===== src/rtl/seven_seg.sv =====
// Four-digit multiplexed common-anode 7-segment driver for the Simon score display.
// Shows the score in decimal with leading-zero blanking, or "----" before a game starts.
module seven_seg #(
  parameter int DIGIT_CYCLES = 100000
) (
  input  logic       clk,
  input  logic       rst_n,
  input  logic [6:0] score,
  input  logic       game_started,
  output logic [6:0] seg,
  output logic [3:0] an
);

  localparam int CW = $clog2(DIGIT_CYCLES);
  localparam logic [CW-1:0] CNT_LAST = CW'(DIGIT_CYCLES - 1);

  // Segment patterns, gfedcba, active-low
  localparam logic [6:0] SEG_DASH  = 7'b0111111;
  localparam logic [6:0] SEG_BLANK = 7'b1111111;

  logic [CW-1:0] r_cnt;
  logic [1:0]    r_idx;
  logic [6:0]    r_seg;
  logic [3:0]    r_an;

  logic          w_wrap;
  logic [6:0]    w_hund;
  logic [6:0]    w_tens;
  logic [6:0]    w_ones;
  logic [6:0]    w_seg_next;
  logic [3:0]    w_an_next;

  function automatic logic [6:0] digit_to_seg(input logic [6:0] d);
    logic [6:0] code;
    code = SEG_BLANK;
    case (d)
      7'd0:    code = 7'b1000000;
      7'd1:    code = 7'b1111001;
      7'd2:    code = 7'b0100100;
      7'd3:    code = 7'b0110000;
      7'd4:    code = 7'b0011001;
      7'd5:    code = 7'b0010010;
      7'd6:    code = 7'b0000010;
      7'd7:    code = 7'b1111000;
      7'd8:    code = 7'b0000000;
      7'd9:    code = 7'b0010000;
      default: code = SEG_BLANK;
    endcase
    return code;
  endfunction

  assign w_wrap = (r_cnt == CNT_LAST);

  // Constant division on a 7-bit operand stays small; results are 0..9 by construction.
  always_comb begin
    w_hund = score / 7'd100;
    w_tens = (score % 7'd100) / 7'd10;
    w_ones = score % 7'd10;
  end

  always_comb begin
    w_seg_next = SEG_BLANK;
    w_an_next  = ~(4'b0001 << r_idx);
    if (!game_started) begin
      w_seg_next = SEG_DASH;
    end else begin
      case (r_idx)
        2'd0: w_seg_next = digit_to_seg(w_ones);
        2'd1: w_seg_next = ((w_hund == 7'd0) && (w_tens == 7'd0)) ? SEG_BLANK
                                                                   : digit_to_seg(w_tens);
        2'd2: w_seg_next = (w_hund == 7'd0) ? SEG_BLANK : digit_to_seg(w_hund);
        default: w_seg_next = SEG_BLANK;
      endcase
    end
  end

  always_ff @(posedge clk or negedge rst_n) begin
    if (!rst_n) begin
      r_cnt <= '0;
      r_idx <= 2'd0;
    end else begin
      if (w_wrap) begin
        r_cnt <= '0;
        r_idx <= r_idx + 2'd1;
      end else begin
        r_cnt <= r_cnt + CW'(1);
      end
    end
  end

  // Outputs lag the index by one edge so anode and cathodes always switch together.
  always_ff @(posedge clk or negedge rst_n) begin
    if (!rst_n) begin
      r_seg <= SEG_BLANK;
      r_an  <= 4'b1111;
    end else begin
      r_seg <= w_seg_next;
      r_an  <= w_an_next;
    end
  end

  assign seg = r_seg;
  assign an  = r_an;

endmodule


===== config.mk =====
export PLATFORM = sky130hd
export DESIGN_NAME = seven_seg
export DESIGN_NICKNAME = d
export VERILOG_FILES = /design/src/rtl/seven_seg.sv
export SDC_FILE = /design/constraint.sdc
export NUM_CORES = 1
export LEC_CHECK = 0
export CORE_MARGIN = 5
export CORE_UTILIZATION = 64
export DETAILED_ROUTE_END_ITERATION = 7
export PLACE_DENSITY = 0.87
export SYNTH_ARGS = -nofsm -noshare
export SYNTH_HDL_FRONTEND = slang
export SYNTH_SLANG_ARGS = --single-unit
export TNS_END_PERCENT = 100

===== constraint.sdc =====
create_clock -name clk -period 4.88 [get_ports clk]
set_input_delay 0.976 -clock clk [delete_from_list [all_inputs] [get_ports clk]]
set_output_delay 0.976 -clock clk [all_outputs]
set_load 0.01 [all_outputs]

* Word level (Yosys, flattened, before mapping) *
Memory sizes are Yosys's and may differ from the RTL's.
Index checks and enable logic that the tools add are counted.

word-level totals
  output and inout port bits = 11
  memories kept = 3
  register bits after elaboration = 30
  ROM bits = 336
  bits in latches = 0
  logic and storage cells = 33
  memory bits (writable) = 0
  bits of input ports = 10

operators by class
  multipliers = 0
  magnitude comparators = 0
  shift operators = 1
  $add $sub $neg = 2
  mux-type cells = 8
  div/mod/pow operators = 4
  reductions and logical operators = 7
  equality and inequality tests = 3
  bitwise operators = 1

memory list
  memory           depth  width  read ports  clocked after Yosys merged registers in  write ports  line  RTL
  (no name shown)  16     7      1           0                                        0            36    case (d)
  (no name shown)  16     7      1           0                                        0            36
  (no name shown)  16     7      1           0                                        0            36

operators with widths
  kind                   number
  $mux 7                 6
  $pmux 7 s3             1
  $add 17x1->17 const B  1
  $eq 17x17->1 const B   1
  $mux 17                1
  $logic_not 7->1        2
  $logic_not 3->1        3
  $div 7x4->7 const B    1
  $div 7x7->7 const B    1
  $mod 7x4->7 const B    1
  $mod 7x7->7 const B    1
  $not 4->4              1
  $shl 1x2->4 const A    1
  $add 2x1->2 const B    1
  $eq 2x1->1 const B     1
  $eq 2x2->1 const B     1
  $logic_not 2->1        1
  $logic_and 1x1->1      1

* Logic depth before layout (Yosys ltp) *
Gate-level depths: netlist (run 1).

  word-level depth = 7
  mapped depth = 17
  gate-level depth less buffers = 14

* Least setup slack after synthesis (run 1) *
No wires, ideal clock.

  kind = input to register
  start = in score[3]
  end = reg r_seg[1] (netlist: seg[1])
  setup slack = 1.079 ns
  data arrival time = 3.735 ns
  path buffers = 2
  stages = 14
  setup time = 0.066 ns
  cells stage by stage = buf_6 -> nand2b_4 -> xnor2_1 -> a221oi_2 -> ha_1 -> clkbuf_1 -> a21oi_1 -> o21ai_0 -> a41oi_2 -> o311ai_2 -> inv_1 -> ha_1 -> or3_1 -> nand4_1

between the ends
  cells in the longest elaborated chain, start to end = 7
  elaborated cells on any way between the ends = 20

ends and longest elaborated chain
  item                                                line    RTL
  from (decl)                                         8       input logic [6:0] score,
  $mod 7x7->7                                         57      w_tens = (score % 7'd100) / 7'd10;
  $div 7x4->7                                         57
  $mem_v2 16x7 (tied with other cells)                n/a
  $mux 7 / $logic_and 1x1->1 (equally long branches)  36, 69
  $mux 7                                              69      2'd1: w_seg_next = ((w_hund == 7'd0) && (w_tens == 7'd0)) ? SEG_BLANK
  $pmux 7 s3 *                                        67      case (r_idx)
  $mux 7 *                                            64      if (!game_started) begin
  named net w_seg_next[1]                             30      logic [6:0] w_seg_next;
  to (signal assigned)                                97      r_seg <= w_seg_next;
  to (decl)                                           23      logic [6:0] r_seg;

The timed path passes the listed nets; every way through them passes the cells marked *.
A chain may end at the register's enable or synchronous reset.

* Final worst setup path (run 1) *
Same ends and word-level chain as after synthesis.

==> out/results.ini, run 1 <==
[run_status]
status=finished clean

[floorplan]
row_count=23
start_util=0.6722
io_pins=21
die_w_um=75.29
core_area_mm2=0.004058
die_h_um=75.29
die_area_mm2=0.005668

[hold_path]
holdPathEnd=r_cnt[4]
hold_path.class=flop to flop
hold_start=r_cnt[4]
min_path_cells=1

[yosys]
ys_async_sr_fraction=1.000
yosysSeqAreaShare=0.2803
synthCells=301
ys_types=73
synth_seq_cells=30
avgSynthCellArea_um2=9.062
yosys_warnings=0
synth_edf_count=0
ys.flop_type=dfrtp_1
synthesis.area_mm2=0.002728
synth_fp_nets=329

[sta]
clock-skew-final_ns=0.007143
rsz0062_at_grt=false
period_minus_slack_ns=4.159
max_freq_mhz=240.4
slew_headroom=0.5139
fin_crit_sh=0.8523
slew_viol_final=0
hold_violations=0
worst_pin_slew_ns=0.7248
finalSetupViolations=0
fin_setup_tns_ns=0

[place]
place.port_buffers=20
gp_congestion=0.9003
dp.cells=363
hpwl_mm=4.577

[setup_path]
r2r_slack_ns=2.74
r2r_cells=7
path_class=input pin to flop
path_delay_family=simple AND/OR/NAND/NOR gates
rr_endpoint=r_cnt[16]
worst_setup_path_end_kind=flop
path_buf_inv=3
start_kind=input pin
worstPathMaxFanout=13
arrival_ns=4.37
required_ns=5.09
path_cells=clkdlybuf4s50_1, buf_4, nor3_1, a221oi_2, ha_1, a2111oi_0, nor3_1, a41oi_2, o311ai_2, inv_1, ha_1, or3_1, nand4_1
slowest_stage=clkdlybuf4s50_1
r2r_start=r_cnt[5]
max_stage_delay_ns=0.52

[cells_and_area]
nets=348
utilization=0.7370
n_antenna_cell=0
drive_gt1_frac=0.1651
n_fill_cell=281
area_growth_pct=9.633
stdcell_count=371

[global_routing]
gr-usage-all-layers=0.2273
grt-ovfl-total=0
grt_pass1_wl_mm=9.998
grt_pass1_vias=2199
use_met2=0.3845
busiest_layer=met2
grtUsageMet3=0.02937
met1_usage=0.2913
antenna_found_initial=0
grt_max_degree=31

[clocking]
ctsResizeCount=0
cts_inserted_buffers=5
clk_pin_slew_ns=0.06
post_cts_buffers=0
clkLatencyLatePin_ns=0.29
cts_root_buf=clkbuf_8
cts_hold_buf=0
cts_tree=done
clockBufferDepth=2
htreeDepth=2
clkSinkCount=30

[power_and_ir_drop]
vdd_drop_max_v=0.0001359
p_total_w=0.0006988
p_per_area_mw_per_mm2=233.7
p_leak_nw=1.238

[route]
post_drt_wl_per_cell_um=16.33
drtAntennaViolNets=0
drc=0
vias_per_cell=6.474
drt_iter0_drc=254
first_pass_iters=5
dr_total_vias=2402
routed_wl_mm=6.060

[run]
max_cap_violations=0

[cells by family (layout without fill, tap and decap cells)]
kind of cell	after synthesis	count (layout)	share of synthesized area
compound gates	75	75	0.2234
xor+xnor	19	19	0.06101
fa+ha+maj	19	19	0.08624
buf+inv	37	57	0.08715
flops	30	30	0.2803
mux	4	4	0.01514
simple gates	117	117	0.2468
[flip-flops by register name, summed over array words and instances (netlist names)]
name	count
r_idx	2
an	4
seg	7
r_cnt	17
[Yosys cell counts, types with 5 or more instances]
cell type | number | area, um2
nand2_1 | 21 | 78.83
o211ai_1 | 6 | 45.04
buf_6 | 6 | 67.56
and2_1 | 5 | 31.28
nand3_1 | 12 | 60.06
and3_1 | 8 | 50.05
xor2_1 | 7 | 61.31
a21oi_1 | 9 | 45.04
dfstp_2 | 11 | 289.0
nor2_1 | 24 | 90.09
o21ai_0 | 12 | 60.06
ha_1 | 18 | 225.2
nand4_1 | 7 | 43.79
inv_1 | 19 | 71.32
dfrtp_1 | 19 | 475.5
xnor2_1 | 12 | 105.1
nand2b_1 | 5 | 31.28
nor3_1 | 9 | 45.04
a31oi_1 | 6 | 37.54
[layer usage]
layer  share of wire  wire length (um)
met1            0.41              2455
met4           0.024               144
met3           0.082               499
met5               0                 0
met2            0.49              2962
[through the flow]
stage | cell area [um2] | worst slack, ns | hold slack (ns)
final | 2990 | 0.7209 | 0.4767
after global routing | 2990 | 0.5293 | 0.5063
after CTS | 2990 | 0.7540 | 0.4839
after detailed placement | 2895 | 0.4867 | 0.4711
after global placement | 2895 | 0.6111 | 0.4612
after floorplan | 2728 | 1.079 | 0.4464
[placed cells by master (no fill, tap or decap), types with 3 or more instances in the layout]
master           instances
o22ai_1                  3
dfrtp_1                 19
o211ai_1                 6
xor2_1                   7
nand4_1                  7
or2_1                    3
o21ai_0                 12
and3_1                   8
a21oi_1                  9
clkbuf_8                 6
ha_1                    18
nand2b_1                 5
clkdlybuf4s50_1         20
mux2i_1                  3
xnor2_1                 12
nand3b_1                 3
and2_1                   5
nand3_1                 12
o311ai_1                 3
nor3_1                   9
nand2_1                 21
a211oi_1                 3
buf_4                    9
o21ai_1                  3
o31ai_1                  3
inv_1                   19
nor3b_1                  4
nor2_1                  24
dfstp_2                 11
a31oi_1                  6
[layout make-up]
cell class	count	area, um2	share of cell area
multi-input cells	234	1725	0.5770
clock inverters	2	12.51	0.004184
clock buffers	6	82.58	0.02762
inverters	20	75.07	0.02510
well taps	50	62.56	0.02092
repair buffers	29	267.8	0.08954
flip-flops and latches	30	764.5	0.2556
[worst register-to-register path, cell delays in order (launching register included)]
cell	delay, ns
dfrtp_1	0.44
nor4bb_1	0.40
nand4_1	0.15
nor4_1	0.25
and3_1	0.46
o21ai_0	0.17
nand2_1	0.08
o21ai_0	0.07
[worst max path at each step]
stage	from	to	depth (start not counted)
after floorplan	score[3]	seg[1]	14
after global placement	score[3]	seg[1]	13
after detailed placement	score[3]	seg[1]	13
after CTS	score[3]	seg[1]	13
after global routing	score[3]	seg[1]	13
final	score[3]	seg[1]	13
[where the power goes]
| part | leakage (nW) | switching (W) | internal (W) |
|---|---|---|---|
| Clock | 0.0472 | 0.0000943 | 0.000113 |
| Sequential | 0.367 | 0.00000259 | 0.000267 |
| Combinational | 0.824 | 0.000126 | 0.0000962 |
| Total | 1.24 | 0.000223 | 0.000476 |
No activity file was read; power rests on OpenSTA's default activity.
==> run 2: changes to the inputs <==
RECOVER_POWER = 50   (was not set)
==> out/results.ini, run 2 (same netlist as run 1, synthesis figures left out) <==
[run_status]
status=finished, violations left
violations=max-capacitance violations, max-slew violations

[run]
max_cap_violations=1  ; +1

[hold_path]
hold_path.class=flop to flop
hold_start=r_cnt[4]
min_path_cells=1  ; unchanged

[cells_and_area]
drive_gt1_frac=0.1620  ; -0.003115
seqCellArea_um2=764.5  ; unchanged
final_cell_mix=nor2_1, nand2_1, inv_1, clkdlybuf4s50_1, dfrtp_1
final_common_cell=nor2_1
n_antenna_cell=0  ; unchanged
nets=348  ; unchanged
n_fill_cell=281  ; unchanged
final_area_mm2=0.002987  ; -0.13%
multiInputGateArea_mm2=0.001725  ; unchanged
largest_register_ffs=17  ; unchanged
area_growth_pct=9.495
regMostFlops=r_cnt

[floorplan]
die_area_mm2=0.005668  ; unchanged
row_count=23  ; unchanged
die_h_um=75.29  ; unchanged
core_area_mm2=0.004058  ; unchanged
io_pins=21  ; unchanged
start_util=0.6722  ; unchanged
die_w_um=75.29  ; unchanged

[place]
place.port_buffers=20  ; unchanged
dpl_cell_area_mm2=0.002895  ; unchanged
hpwl_mm=4.577  ; unchanged
gp_congestion=0.9003  ; unchanged

[clocking]
cts_root_buf=clkbuf_8
cts_hold_buf=0  ; unchanged
clkLatencyLatePin_ns=0.28  ; about the same
post_cts_buffers=0  ; unchanged
ctsResizeCount=0  ; unchanged
htreeDepth=2  ; unchanged
clkSinkCount=30  ; unchanged
cts_tree=done
clockBufferDepth=2  ; unchanged
cts_inserted_buffers=5  ; unchanged
clk_pin_slew_ns=0.06  ; about the same

[sta]
fin_crit_sh=0.8533  ; +0.001061
hold_violations=0  ; unchanged
clock-skew-final_ns=0.007110  ; -0.00003251 ns
finalSetupViolations=0  ; unchanged
period_minus_slack_ns=4.164  ; +0.005177 ns
slew_headroom=-0.01022  ; -0.5241
slew_viol_final=31  ; +31
max_freq_mhz=240.1  ; -0.12%
rsz0062_at_grt=false
fin_setup_tns_ns=0  ; unchanged
worst_pin_slew_ns=1.515  ; +0.7905 ns

[global_routing]
grt_max_degree=31  ; unchanged
gr-usage-all-layers=0.2273  ; unchanged
grt_pass1_wl_mm=9.998  ; unchanged
grt_pass1_vias=2199  ; unchanged
antenna_found_initial=0  ; unchanged
grt-ovfl-total=0  ; unchanged

[setup_path]
required_ns=5.09  ; about the same
critPathLaunch=score[3]
r2r_cells=7  ; unchanged
path_class=input pin to flop
r2r_start=r_cnt[5]
worst_setup_path_end_kind=flop
worstPathMaxFanout=13  ; unchanged
start_kind=input pin
r2r_slack_ns=2.75  ; about the same
arrival_ns=4.38  ; about the same

[route]
routed_wl_mm=6.050  ; -0.17%
vias_per_cell=6.404  ; -1.1%
post_drt_wl_per_cell_um=16.31  ; -0.17%
drtAntennaViolNets=0  ; unchanged
drt_iter0_drc=254  ; unchanged
drc=0  ; unchanged
dr_total_vias=2376  ; -1.1%
first_pass_iters=6  ; +1

[power_and_ir_drop]
p_total_w=0.0006982  ; about the same
p_per_area_mw_per_mm2=233.8  ; about the same
p_leak_nw=1.235  ; -0.27%
vdd_drop_max_v=0.0001360  ; about the same

## run 2: through the flow
| stage | worst slack [ns] | utilization | hold slack [ns] | cells |
|---|---|---|---|---|
| 2_1_floorplan | 1.079 | - | 0.4464 | 301 |
| 3_3_place_gp | 0.6111 | 0.7135 | 0.4612 | 363 |
| 3_5_place_dp | 0.4867 | 0.7135 | 0.4711 | 363 |
| 4_1_cts | 0.7540 | 0.7370 | 0.4839 | 371 |
| 5_1_grt | 0.5293 | 0.7360 | 0.5063 | 371 |
| 6_report | 0.7157 | 0.7360 | 0.4766 | 371 |
## run 2: metal layers
| metal | GRT usage | wire, um | vias to the layer above |
|---|---|---|---|
| met3 | 0.02937 | 476 | 14 |
| li1 | - | - | 1131 |
| met2 | 0.3845 | 2967 | 125 |
| met1 | 0.2913 | 2477 | 1106 |
| met4 | 0.09515 | 129 | 0 |
| met5 | 0 | 0 | - |
## run 2: area by class of cell
| type | instances | area share |
|---|---|---|
| clock inverter | 2 | 0.004189 |
| sequential | 30 | 0.2560 |
| inverter | 20 | 0.02514 |
| timing repair buffer | 29 | 0.08840 |
| multi-input combinational | 234 | 0.5777 |
| clock buffer | 6 | 0.02765 |
| tap | 50 | 0.02095 |
## run 2: final timing paths
check,endpoint
max in group asynchronous,r_cnt[11]
min in group asynchronous,r_idx[1]
setup reg to reg,r_cnt[16]
hold reg to reg,r_cnt[4]
setup / recovery,seg[1]
hold / removal,r_cnt[4]
## run 2: power breakdown
group	internal, W	switching, W
sequential	0.000267	0.00000259
clock	0.000113	0.0000941
combinational	0.0000957	0.000126
total	0.000475	0.000223
## run 2: critical path, cell delays in order
cell and delay (ns):
clkdlybuf4s50_1 0.52, buf_4 0.24, nor3_1 0.44, a221oi_2 0.13, ha_1 0.22, a2111oi_0 0.43
nor3_1 0.11, a41oi_2 0.22, o311ai_2 0.20, inv_1 0.13, ha_1 0.24, or3_1 0.38
nand4_1 0.12
